File: src/rtl/mem_copy_engine.sv
// mem_copy_engine: bus initiator that copies or fills whole words on the
// data-memory port. It honours the responder's stall handshake and keeps a
// running checksum of all the data it writes.
module mem_copy_engine #(
   parameter int unsigned CNT_W     = 16,
   parameter logic [3:0]  WORD_MASK = 4'b1111
) (
   input  logic             clk,
   input  logic             rst_n,
   input  logic             start,
   input  logic             mode,
   input  logic [31:0]      src_addr,
   input  logic [31:0]      dst_addr,
   input  logic [CNT_W-1:0] word_count,
   input  logic [31:0]      fill_pattern,
   input  logic             abort,
   output logic             busy,
   output logic             done,
   output logic             aborted,
   output logic [31:0]      checksum,
   output logic [31:0]      mem_addr,
   output logic [31:0]      mem_wdata,
   output logic             mem_write,
   output logic             mem_read,
   output logic [3:0]       mem_sign_mask,
   input  logic [31:0]      mem_rdata,
   input  logic             mem_stall
);

   localparam int unsigned AW = 32;
   localparam logic [AW-1:0] WORD_ALIGN = 32'hFFFF_FFFC;
   localparam logic [AW-1:0] WORD_BYTES = 32'd4;

   typedef enum logic [2:0] {
      IDLE     = 3'd0,
      RD_ISSUE = 3'd1,
      RD_WAIT  = 3'd2,
      WR_ISSUE = 3'd3,
      WR_WAIT  = 3'd4,
      DONE     = 3'd5
   } state_t;

   state_t           state, state_d;
   logic [AW-1:0]    src_q, src_d;
   logic [AW-1:0]    dst_q, dst_d;
   logic [CNT_W-1:0] rem_q, rem_d;
   logic             mode_q, mode_d;
   logic [31:0]      fill_q, fill_d;
   logic             abort_q, abort_d;

   logic             busy_d, done_d, aborted_d;
   logic [31:0]      checksum_d;
   logic [AW-1:0]    addr_d;
   logic [31:0]      wdata_d;
   logic             read_d, write_d;
   logic [3:0]       mask_d;

   logic             abort_hit;
   logic [CNT_W-1:0] rem_dec;
   logic [AW-1:0]    src_inc, dst_inc;
   logic [AW-1:0]    src_start, dst_start;

   // State, command context and all registered outputs.
   always_ff @(posedge clk) begin
      if (!rst_n) begin
         state         <= IDLE;
         src_q         <= '0;
         dst_q         <= '0;
         rem_q         <= '0;
         mode_q        <= 1'b0;
         fill_q        <= '0;
         abort_q       <= 1'b0;
         busy          <= 1'b0;
         done          <= 1'b0;
         aborted       <= 1'b0;
         checksum      <= '0;
         mem_addr      <= '0;
         mem_wdata     <= '0;
         mem_read      <= 1'b0;
         mem_write     <= 1'b0;
         mem_sign_mask <= '0;
      end else begin
         state         <= state_d;
         src_q         <= src_d;
         dst_q         <= dst_d;
         rem_q         <= rem_d;
         mode_q        <= mode_d;
         fill_q        <= fill_d;
         abort_q       <= abort_d;
         busy          <= busy_d;
         done          <= done_d;
         aborted       <= aborted_d;
         checksum      <= checksum_d;
         mem_addr      <= addr_d;
         mem_wdata     <= wdata_d;
         mem_read      <= read_d;
         mem_write     <= write_d;
         mem_sign_mask <= mask_d;
      end
   end

   // Next state, datapath updates and next values of the registered outputs.
   always_comb begin
      state_d    = state;
      src_d      = src_q;
      dst_d      = dst_q;
      rem_d      = rem_q;
      mode_d     = mode_q;
      fill_d     = fill_q;
      abort_d    = abort_q;
      aborted_d  = aborted;
      checksum_d = checksum;
      addr_d     = mem_addr;
      wdata_d    = mem_wdata;

      // The live abort is included so that a request arriving in the
      // completing cycle itself is not lost.
      abort_hit = abort_q | abort;
      rem_dec   = (rem_q != '0) ? rem_q - CNT_W'(1) : rem_q;
      src_inc   = src_q + WORD_BYTES;
      dst_inc   = dst_q + WORD_BYTES;
      src_start = src_addr & WORD_ALIGN;
      dst_start = dst_addr & WORD_ALIGN;

      // The sticky abort flag only listens while a command is running.
      if (state != IDLE && abort) begin
         abort_d = 1'b1;
      end

      case (state)
         IDLE: begin
            if (start) begin
               src_d      = src_start;
               dst_d      = dst_start;
               rem_d      = word_count;
               mode_d     = mode;
               fill_d     = fill_pattern;
               abort_d    = 1'b0;
               aborted_d  = 1'b0;
               checksum_d = '0;
               if (word_count == '0) begin
                  state_d = DONE;
               end else if (!mode) begin
                  state_d = RD_ISSUE;
                  addr_d  = src_start;
               end else begin
                  state_d = WR_ISSUE;
                  addr_d  = dst_start;
                  wdata_d = fill_pattern;
               end
            end
         end
         RD_ISSUE: begin
            state_d = RD_WAIT;
         end
         RD_WAIT: begin
            if (!mem_stall) begin
               src_d = src_inc;
               if (abort_hit) begin
                  // The read has finished; its write is dropped.
                  state_d   = DONE;
                  aborted_d = 1'b1;
               end else begin
                  state_d = WR_ISSUE;
                  addr_d  = dst_q;
                  wdata_d = mem_rdata;
               end
            end
         end
         WR_ISSUE: begin
            state_d = WR_WAIT;
         end
         WR_WAIT: begin
            if (!mem_stall) begin
               checksum_d = checksum + mem_wdata;
               dst_d      = dst_inc;
               rem_d      = rem_dec;
               if (rem_dec == '0 || abort_hit) begin
                  state_d   = DONE;
                  aborted_d = abort_hit;
               end else if (mode_q) begin
                  state_d = WR_ISSUE;
                  addr_d  = dst_inc;
                  wdata_d = fill_q;
               end else begin
                  state_d = RD_ISSUE;
                  addr_d  = src_q;
               end
            end
         end
         DONE: begin
            state_d = IDLE;
         end
         default: begin
            state_d = IDLE;
         end
      endcase

      // Strobes and status follow the state being entered.
      read_d  = (state_d == RD_ISSUE) || (state_d == RD_WAIT);
      write_d = (state_d == WR_ISSUE) || (state_d == WR_WAIT);
      mask_d  = (read_d || write_d) ? WORD_MASK : 4'b0000;
      busy_d  = (state_d != IDLE);
      done_d  = (state_d == DONE);
   end

endmodule

File: config.mk
export PLATFORM = sky130hd
export DESIGN_NAME = mem_copy_engine
export DESIGN_NICKNAME = d
export VERILOG_FILES = /design/src/rtl/mem_copy_engine.sv
export SDC_FILE = /design/constraint.sdc
export NUM_CORES = 1
export LEC_CHECK = 0
export BUFFER_PORTS_ARGS = -buffer_cell sky130_fd_sc_hd__buf_2
export CAP_MARGIN = 20
export CORE_MARGIN = 2
export CORE_UTILIZATION = 35
export CTS_BUF_LIST = sky130_fd_sc_hd__clkbuf_4 sky130_fd_sc_hd__clkbuf_8 sky130_fd_sc_hd__clkbuf_16
export DETAILED_ROUTE_END_ITERATION = 12
export GPL_TIMING_DRIVEN = 0
export MAX_ROUTING_LAYER = met4
export PLACE_DENSITY = 0.53
export SLEW_MARGIN = 25
export SYNTH_ARGS = -nofsm -noshare
export SYNTH_HDL_FRONTEND = slang
export SYNTH_SLANG_ARGS = --single-unit
File: constraint.sdc
create_clock -name clk -period 10.3 [get_ports clk]
set_clock_uncertainty 0.1 [all_clocks]
set_input_delay 0.515 -clock clk [delete_from_list [all_inputs] [get_ports clk]]
set_output_delay 0.515 -clock clk [all_outputs]
set_load 0.02 [all_outputs]
==> results.yml, run 1 <==
drt:
  wl_met1_um: 24390
  vias: 14520
  wirelength_um: 56550
  drc: 0
  dr.pass1.iters: 5
  top_layer: "met4"
  routed_via_density: 5.816
  detail_route.wl_per_cell_um: 22.66
  route.met2.wl_um: 25650
  drt-initial-drc-count: 1187
  wl_met3_um: 4161
  ant_nets: 0
finish:
  nets: 2191
  final_util: 0.4314
  layout-drive-gt1-share: 0.1748
  multi_input_area_um2: 8048
  final_cells: 2496
  fin_area_um2: 15790
  area_growth_pct: 21.26
  seqCellArea_um2: 4284
  nFillCells: 3886
  final_cell_mix: "nand2_1, buf_2, dfxtp_1"
  final_common_cell: "nand2_1"
global_routing:
  antenna_found_initial: 2
  grt_max_degree: 13
  grt_pass1_vias: 14000
  grt_pass1_wl_um: 84870
  grt_overflow_total: 0
  track_usage: 0.2927
synthesis:
  synth_area_um2: 13020
  muxShareOfSynthArea: 0.02815
  synth.distinct_cells: 77
  async_flop_share: 0
  yosys.area_share.adder: 0.03420
  synthesis.nets: 1914
  synth-xor-area-share: 0.04102
  synth_flop_cell: "dfxtp_1"
  synth_top_family_by_area: "compound AO/OA/AOI/OAI gates"
  ys_ff_latch: 214
  ys_seq_area_frac: 0.3289
  syn_area_per_cell_um2: 7.533
  yosysWarnings: 0
  synth-simple-area-share: 0.2310
  synth_edf_count: 0
  netlist_instances: 1729
  synth-compound-area-share: 0.2836
timing:
  slew_headroom: 0.2849
  post-route-min-period_ns: 4.101
  fin_crit_sh: 0.3981
  tns_ns: 0
  rsz0062_at_grt: "false"
  tightest_slew_ns: 1.073
  hold_viol: 0
  finalSetupViolations: 0
  drv_slew: 0
  max_freq_mhz: 243.9
cts:
  cts_tree: "built"
  cts_setup_buffers: 0
  clock_sinks: 214
  hold_buffers: 0
  cts_made_buffers: 27
  clockRootBuffer: "clkbuf_16"
  path_clk_slew_ns: 0.06
  clk_latency_ns: 0.55
  ctsResizeCount: 0
  cts_buffer_depth: 3
  htreeDepth: 1
critical_path:
  path_cells: "inv_1, ha_1, or4b_1, buf_4, xnor2_1, a2111oi_0, o2111ai_1, or4_4, a41o_1, buf_6, clkbuf_1, o211ai_1, o211a_1"
  max_stage_delay_ns: 0.49
  reg2reg_depth: 13
  crit_path_start_kind: "register"
  crit_path_max_fanout: 10
  critPathKind: "reg -> reg"
  slowest_stage: "or4_4"
  critPathArrivalTime_ns: 4.48
  critPathRequiredTime_ns: 10.68
  end_kind: "register"
run_status:
  status: "completed"
floorplanning:
  ios: 255
  fp.dieArea_um2: 38770
  fp.dieW_um: 196.9
  start_util: 0.3557
  core_region_area_um2: 36610
  fp.dieH_um: 196.9
  fp-row-count: 70
power:
  switching_power_uw: 1210
  pwr_density_cell_nw_per_um2: 197.2
  clkPwrFrac: 0.325
  internal-power_uw: 1904
  p_leak_uw: 0.006695
  ir_worst_vdd_mv: 0.1167
  seqPwrFrac: 0.340
  p_comb_frac: 0.335
  p_sw_frac: 0.3886
placed_design:
  dp_cells: 2445
  placed_area_um2: 14850
  place_congestion: 0.9597
  port_buffers: 248
  place_hpwl_um: 42340
min_path:
  hold_path_class: "in -> reg"
  worstHoldPathCells: 3
flow_run:
  drv_cap: 0
critical path, delay by kind of cell (launching register included):
family,cells,cell delay [ns]
xor+xnor,1,0.12
compound gates,5,1.38
fa+ha+maj,1,0.29
simple gates,2,0.95
buf+inv,4,0.84
flops,1,0.35
cell usage after synthesis, types with 19 or more instances:
cell type | count | area share
nand2_1 | 297 | 0.086
ha_1 | 34 | 0.033
and2_1 | 33 | 0.016
and3_1 | 23 | 0.011
a21oi_1 | 154 | 0.059
dfxtp_1 | 214 | 0.33
a21boi_0 | 26 | 0.015
clkbuf_1 | 110 | 0.032
nor2_1 | 123 | 0.035
mux2i_1 | 31 | 0.024
inv_1 | 19 | 0.0055
xnor2_1 | 35 | 0.024
o21ai_0 | 110 | 0.042
o21ai_1 | 26 | 0.010
nor3_1 | 20 | 0.0077
a221oi_1 | 20 | 0.013
nand3_1 | 85 | 0.033
nor2b_1 | 20 | 0.0096
xor2_1 | 26 | 0.017
a22oi_1 | 43 | 0.025
metal layers:
metal,global-route usage,up-vias
met5,-,-
met4,0.1239,0
met3,0.04090,136
met2,0.4647,621
met1,0.3735,6948
li1,-,6811
flip-flops by register name (all words and copies together), names as in the netlist, 3 cells and up:
| signal | flops |
|---|---|
| checksum | 32 |
| mem_wdata | 32 |
| fill_q | 32 |
| state | 3 |
| src_q | 30 |
| mem_addr | 31 |
| dst_q | 30 |
| rem_q | 16 |
per-stage QoR:
stage | worst slack (ns) | hold slack [ns] | power (uW)
global route | 6.040 | 0.1096 | 3265
floorplan | 6.947 | 0.3368 | 1698
finish | 6.199 | 0.1169 | 3114
CTS | 6.225 | 0.09860 | 3111
detailed placement | 6.268 | 0.3330 | 2098
global placement | 6.287 | 0.3299 | 2089
layout make-up:
type                       count  area share
sequential                   214      0.2713
clock buffer                  34     0.04809
buffer                       142     0.03906
clock inverter                14     0.01109
tap                          468     0.03708
antenna                        3   0.0004754
inverter                      20    0.004754
timing repair buffer         248     0.07859
multi-input combinational   1353      0.5096
kinds of logic after synthesis:
group | count (synthesis)
DFF | 214
xor gates and xnor gates | 61
and+or+nand+nor | 659
buffers and inverters | 162
adders and majority gates | 35
AOI/OAI and AO/OA | 562
muxes | 36
worst paths after layout:
kind                                  from                        to  slack [ns]
hold / removal            fill_pattern[28]   fill_q[28]$_SDFFE_PN0P_        0.12
setup reg to reg     rem_q[0]$_SDFFE_PN0P_  mem_addr[3]$_SDFFE_PN0P_        6.20
setup / recovery     rem_q[0]$_SDFFE_PN0P_  mem_addr[3]$_SDFFE_PN0P_        6.20
hold reg to reg   mem_addr[1]$_SDFFE_PN0P_  mem_addr[1]$_SDFFE_PN0P_        0.34
power by group through the flow:
stage	Clock, uW	Sequential, uW	Combinational, uW
global placement	0	1070	1020
detailed placement	0	1070	1030
CTS	1030	1050	1030
floorplan	0	1100	594
finish	1010	1060	1040
global route	1070	1070	1130
Note: power is estimated with default switching activity, not from simulation.
==> run 2: changes to the inputs <==
Settings changed: ABC_AREA set to 1.
Clock period 10.3 ns to 3.88 ns, I/O delays scaled along.
==> results.yml, run 2 <==
drt:
  wirelength_um: 60440
  dr.pass1.iters: 5
  drc: 0
  detail_route.wl_per_cell_um: 20.90
  routed_via_density: 5.498
  drt-initial-drc-count: 1190
  ant_nets: 0
  vias: 15900
timing:
  setup_slack_ns: 0.2167
  tightest_slew_ns: 0.9967
  max_freq_mhz: 273.0
  finalSetupViolations: 0
  hold_viol: 0
  slew_headroom: 0.3355
  post-route-min-period_ns: 3.663
  drv_slew: 0
  rsz0062_at_grt: "false"
  tns_ns: 0
  holdWs_ns: 0.01549
  fin_crit_sh: 0.9442
cts:
  cts_buffer_depth: 3
  cts_setup_buffers: 0
  path_clk_slew_ns: 0.06
  clockRootBuffer: "clkbuf_16"
  cts_tree: "built"
  htreeDepth: 1
  clk_latency_ns: 0.57
  cts_made_buffers: 27
  ctsResizeCount: 0
  hold_buffers: 134
  clock_sinks: 214
power:
  ir_worst_vdd_mv: 0.2964
  pwr_density_cell_nw_per_um2: 494.4
  p_leak_uw: 0.007446
  p_total_uw: 8491
floorplanning:
  fp.dieW_um: 197.6
  fp-row-count: 70
  fp.dieArea_um2: 39040
  fp.dieH_um: 197.6
  ios: 255
  core_region_area_um2: 36790
  start_util: 0.3566
critical_path:
  slowest_stage: "clkbuf_1"
  critPathKind: "reg -> reg"
  crit_path_start: "state[2]$_SDFF_PN0_"
  r2r_start: "state[2]$_SDFF_PN0_"
  critPathBufInv: 5
  path_cells: "buf_4, nor2_1, nand2_1, inv_1, clkbuf_1, nor2_1, clkbuf_1, clkbuf_1, a221oi_1, a21oi_1"
  end_kind: "register"
  max_stage_delay_ns: 0.81
  crit_family: "buffers and inverters"
  crit_path_start_kind: "register"
  cp_common_cell: "clkbuf_1"
  critPathArrivalTime_ns: 4.06
  critPathRequiredTime_ns: 4.28
  crit_path_max_fanout: 10
min_path:
  hold_path_class: "in -> reg"
  worstHoldStart: "src_addr[18]"
synthesis:
  synth_area_um2: 13120
  ys_ff_latch: 214
  synth.distinct_cells: 49
  yosysWarnings: 0
  syn_area_per_cell_um2: 6.585
  synth.top_cell.area_share: 0.3266
  async_flop_share: 0
  synth_top_cells_by_area: "dfxtp_1, nand2_1, a21oi_1"
  synth_edf_count: 0
  synthTopCellsByCount: "nand2_1, a21oi_1, dfxtp_1, o21ai_0, nor2_1"
  yosysMostFrequentCell: "nand2_1"
  yosys.area.top_type: "dfxtp_1"
  synth_flop_cell: "dfxtp_1"
  ys_seq_area_frac: 0.3266
  synthesis.nets: 2177
  netlist_instances: 1992
global_routing:
  grt_pass1_vias: 14950
  antenna_found_initial: 1
  grt_max_degree: 14
  grt_overflow_total: 0
  track_usage: 0.3084
  grt_pass1_wl_um: 89200
placed_design:
  place_congestion: 0.9736
  preCtsSetupSlack_ns: 0.3544
  port_buffers: 248
  place_hpwl_um: 46430
finish:
  area_growth_pct: 30.92
  nets: 2588
  final_common_cell: "nand2_1"
  final_cell_mix: "nand2_1, a21oi_1, buf_2"
  top_regs: "checksum: 32 flops, fill_q: 32 flops, mem_wdata: 32 flops"
  layout-drive-gt1-share: 0.1457
  multi_input_area_um2: 7729
  nFillCells: 3862
  seqCellArea_um2: 4284
run_status:
  status: "completed"
flow_run:
  drv_cap: 0
## run 2: cell families (layout without fill, tap and decap cells)
| kind of cell | Yosys count | count (layout) | share of synthesized area |
|---|---|---|---|
| buf+inv | 275 | 705 | 0.08422 |
| fa+ha+maj | 35 | 35 | 0.03396 |
| xor+xnor | 47 | 47 | 0.03138 |
| flops | 214 | 214 | 0.3266 |
| other cells | 0 | 2 | 0 |
| simple gates | 767 | 767 | 0.2434 |
| compound gates | 654 | 654 | 0.2804 |
## run 2: tightest hold or removal path: stages
cell	delay, ns
buf_2	0.10
o21ai_0	0.08
o21bai_1	0.15
a21oi_1	0.11
## run 2: metal layers
layer	part of all wire	vias to the layer above	global-route usage	wire length, um
met3	0.065	110	0.03244	3912
met2	0.46	652	0.4958	27820
met4	0.029	0	0.09635	1765
li1	-	7622	-	-
met5	0	-	-	0
met1	0.45	7516	0.4073	26940
## run 2: through the flow
stage	cell area, um^2	instances	utilization
floorplan	13120	1992	-
global placement	14940	2708	0.4063
detailed placement	14940	2708	0.4063
CTS	17170	2890	0.4667
global route	17170	2891	0.4668
finish	17170	2892	0.4669
## run 2: path summary, 6_finish.rpt
| path | end | depth (start not counted) | slack [ns] |
|---|---|---|---|
| worst max-delay path | mem_addr[2]$_SDFFE_PN0P_ | 10 | 0.22 |
| worst min-delay path | src_q[18]$_SDFFE_PN0P_ | 4 | 0.02 |
| worst max register to register | mem_addr[2]$_SDFFE_PN0P_ | 10 | 0.22 |
| worst min register to register | fill_q[28]$_SDFFE_PN0P_ | 2 | 0.35 |
## run 2: area by class of cell
type | instances | area share
multi-input combinational | 1503 | 0.4500
antenna | 2 | 0.0002914
tap | 468 | 0.03410
timing repair buffer | 382 | 0.1504
sequential | 214 | 0.2495
inverter | 158 | 0.03453
buffer | 117 | 0.02980
clock inverter | 5 | 0.001821
clock buffer | 43 | 0.04961
## run 2: report_power, final
part	total [uW]	internal [uW]	switching, uW
Combinational	3040	985	2060
Clock	2520	1490	1020
Sequential	2930	2560	368
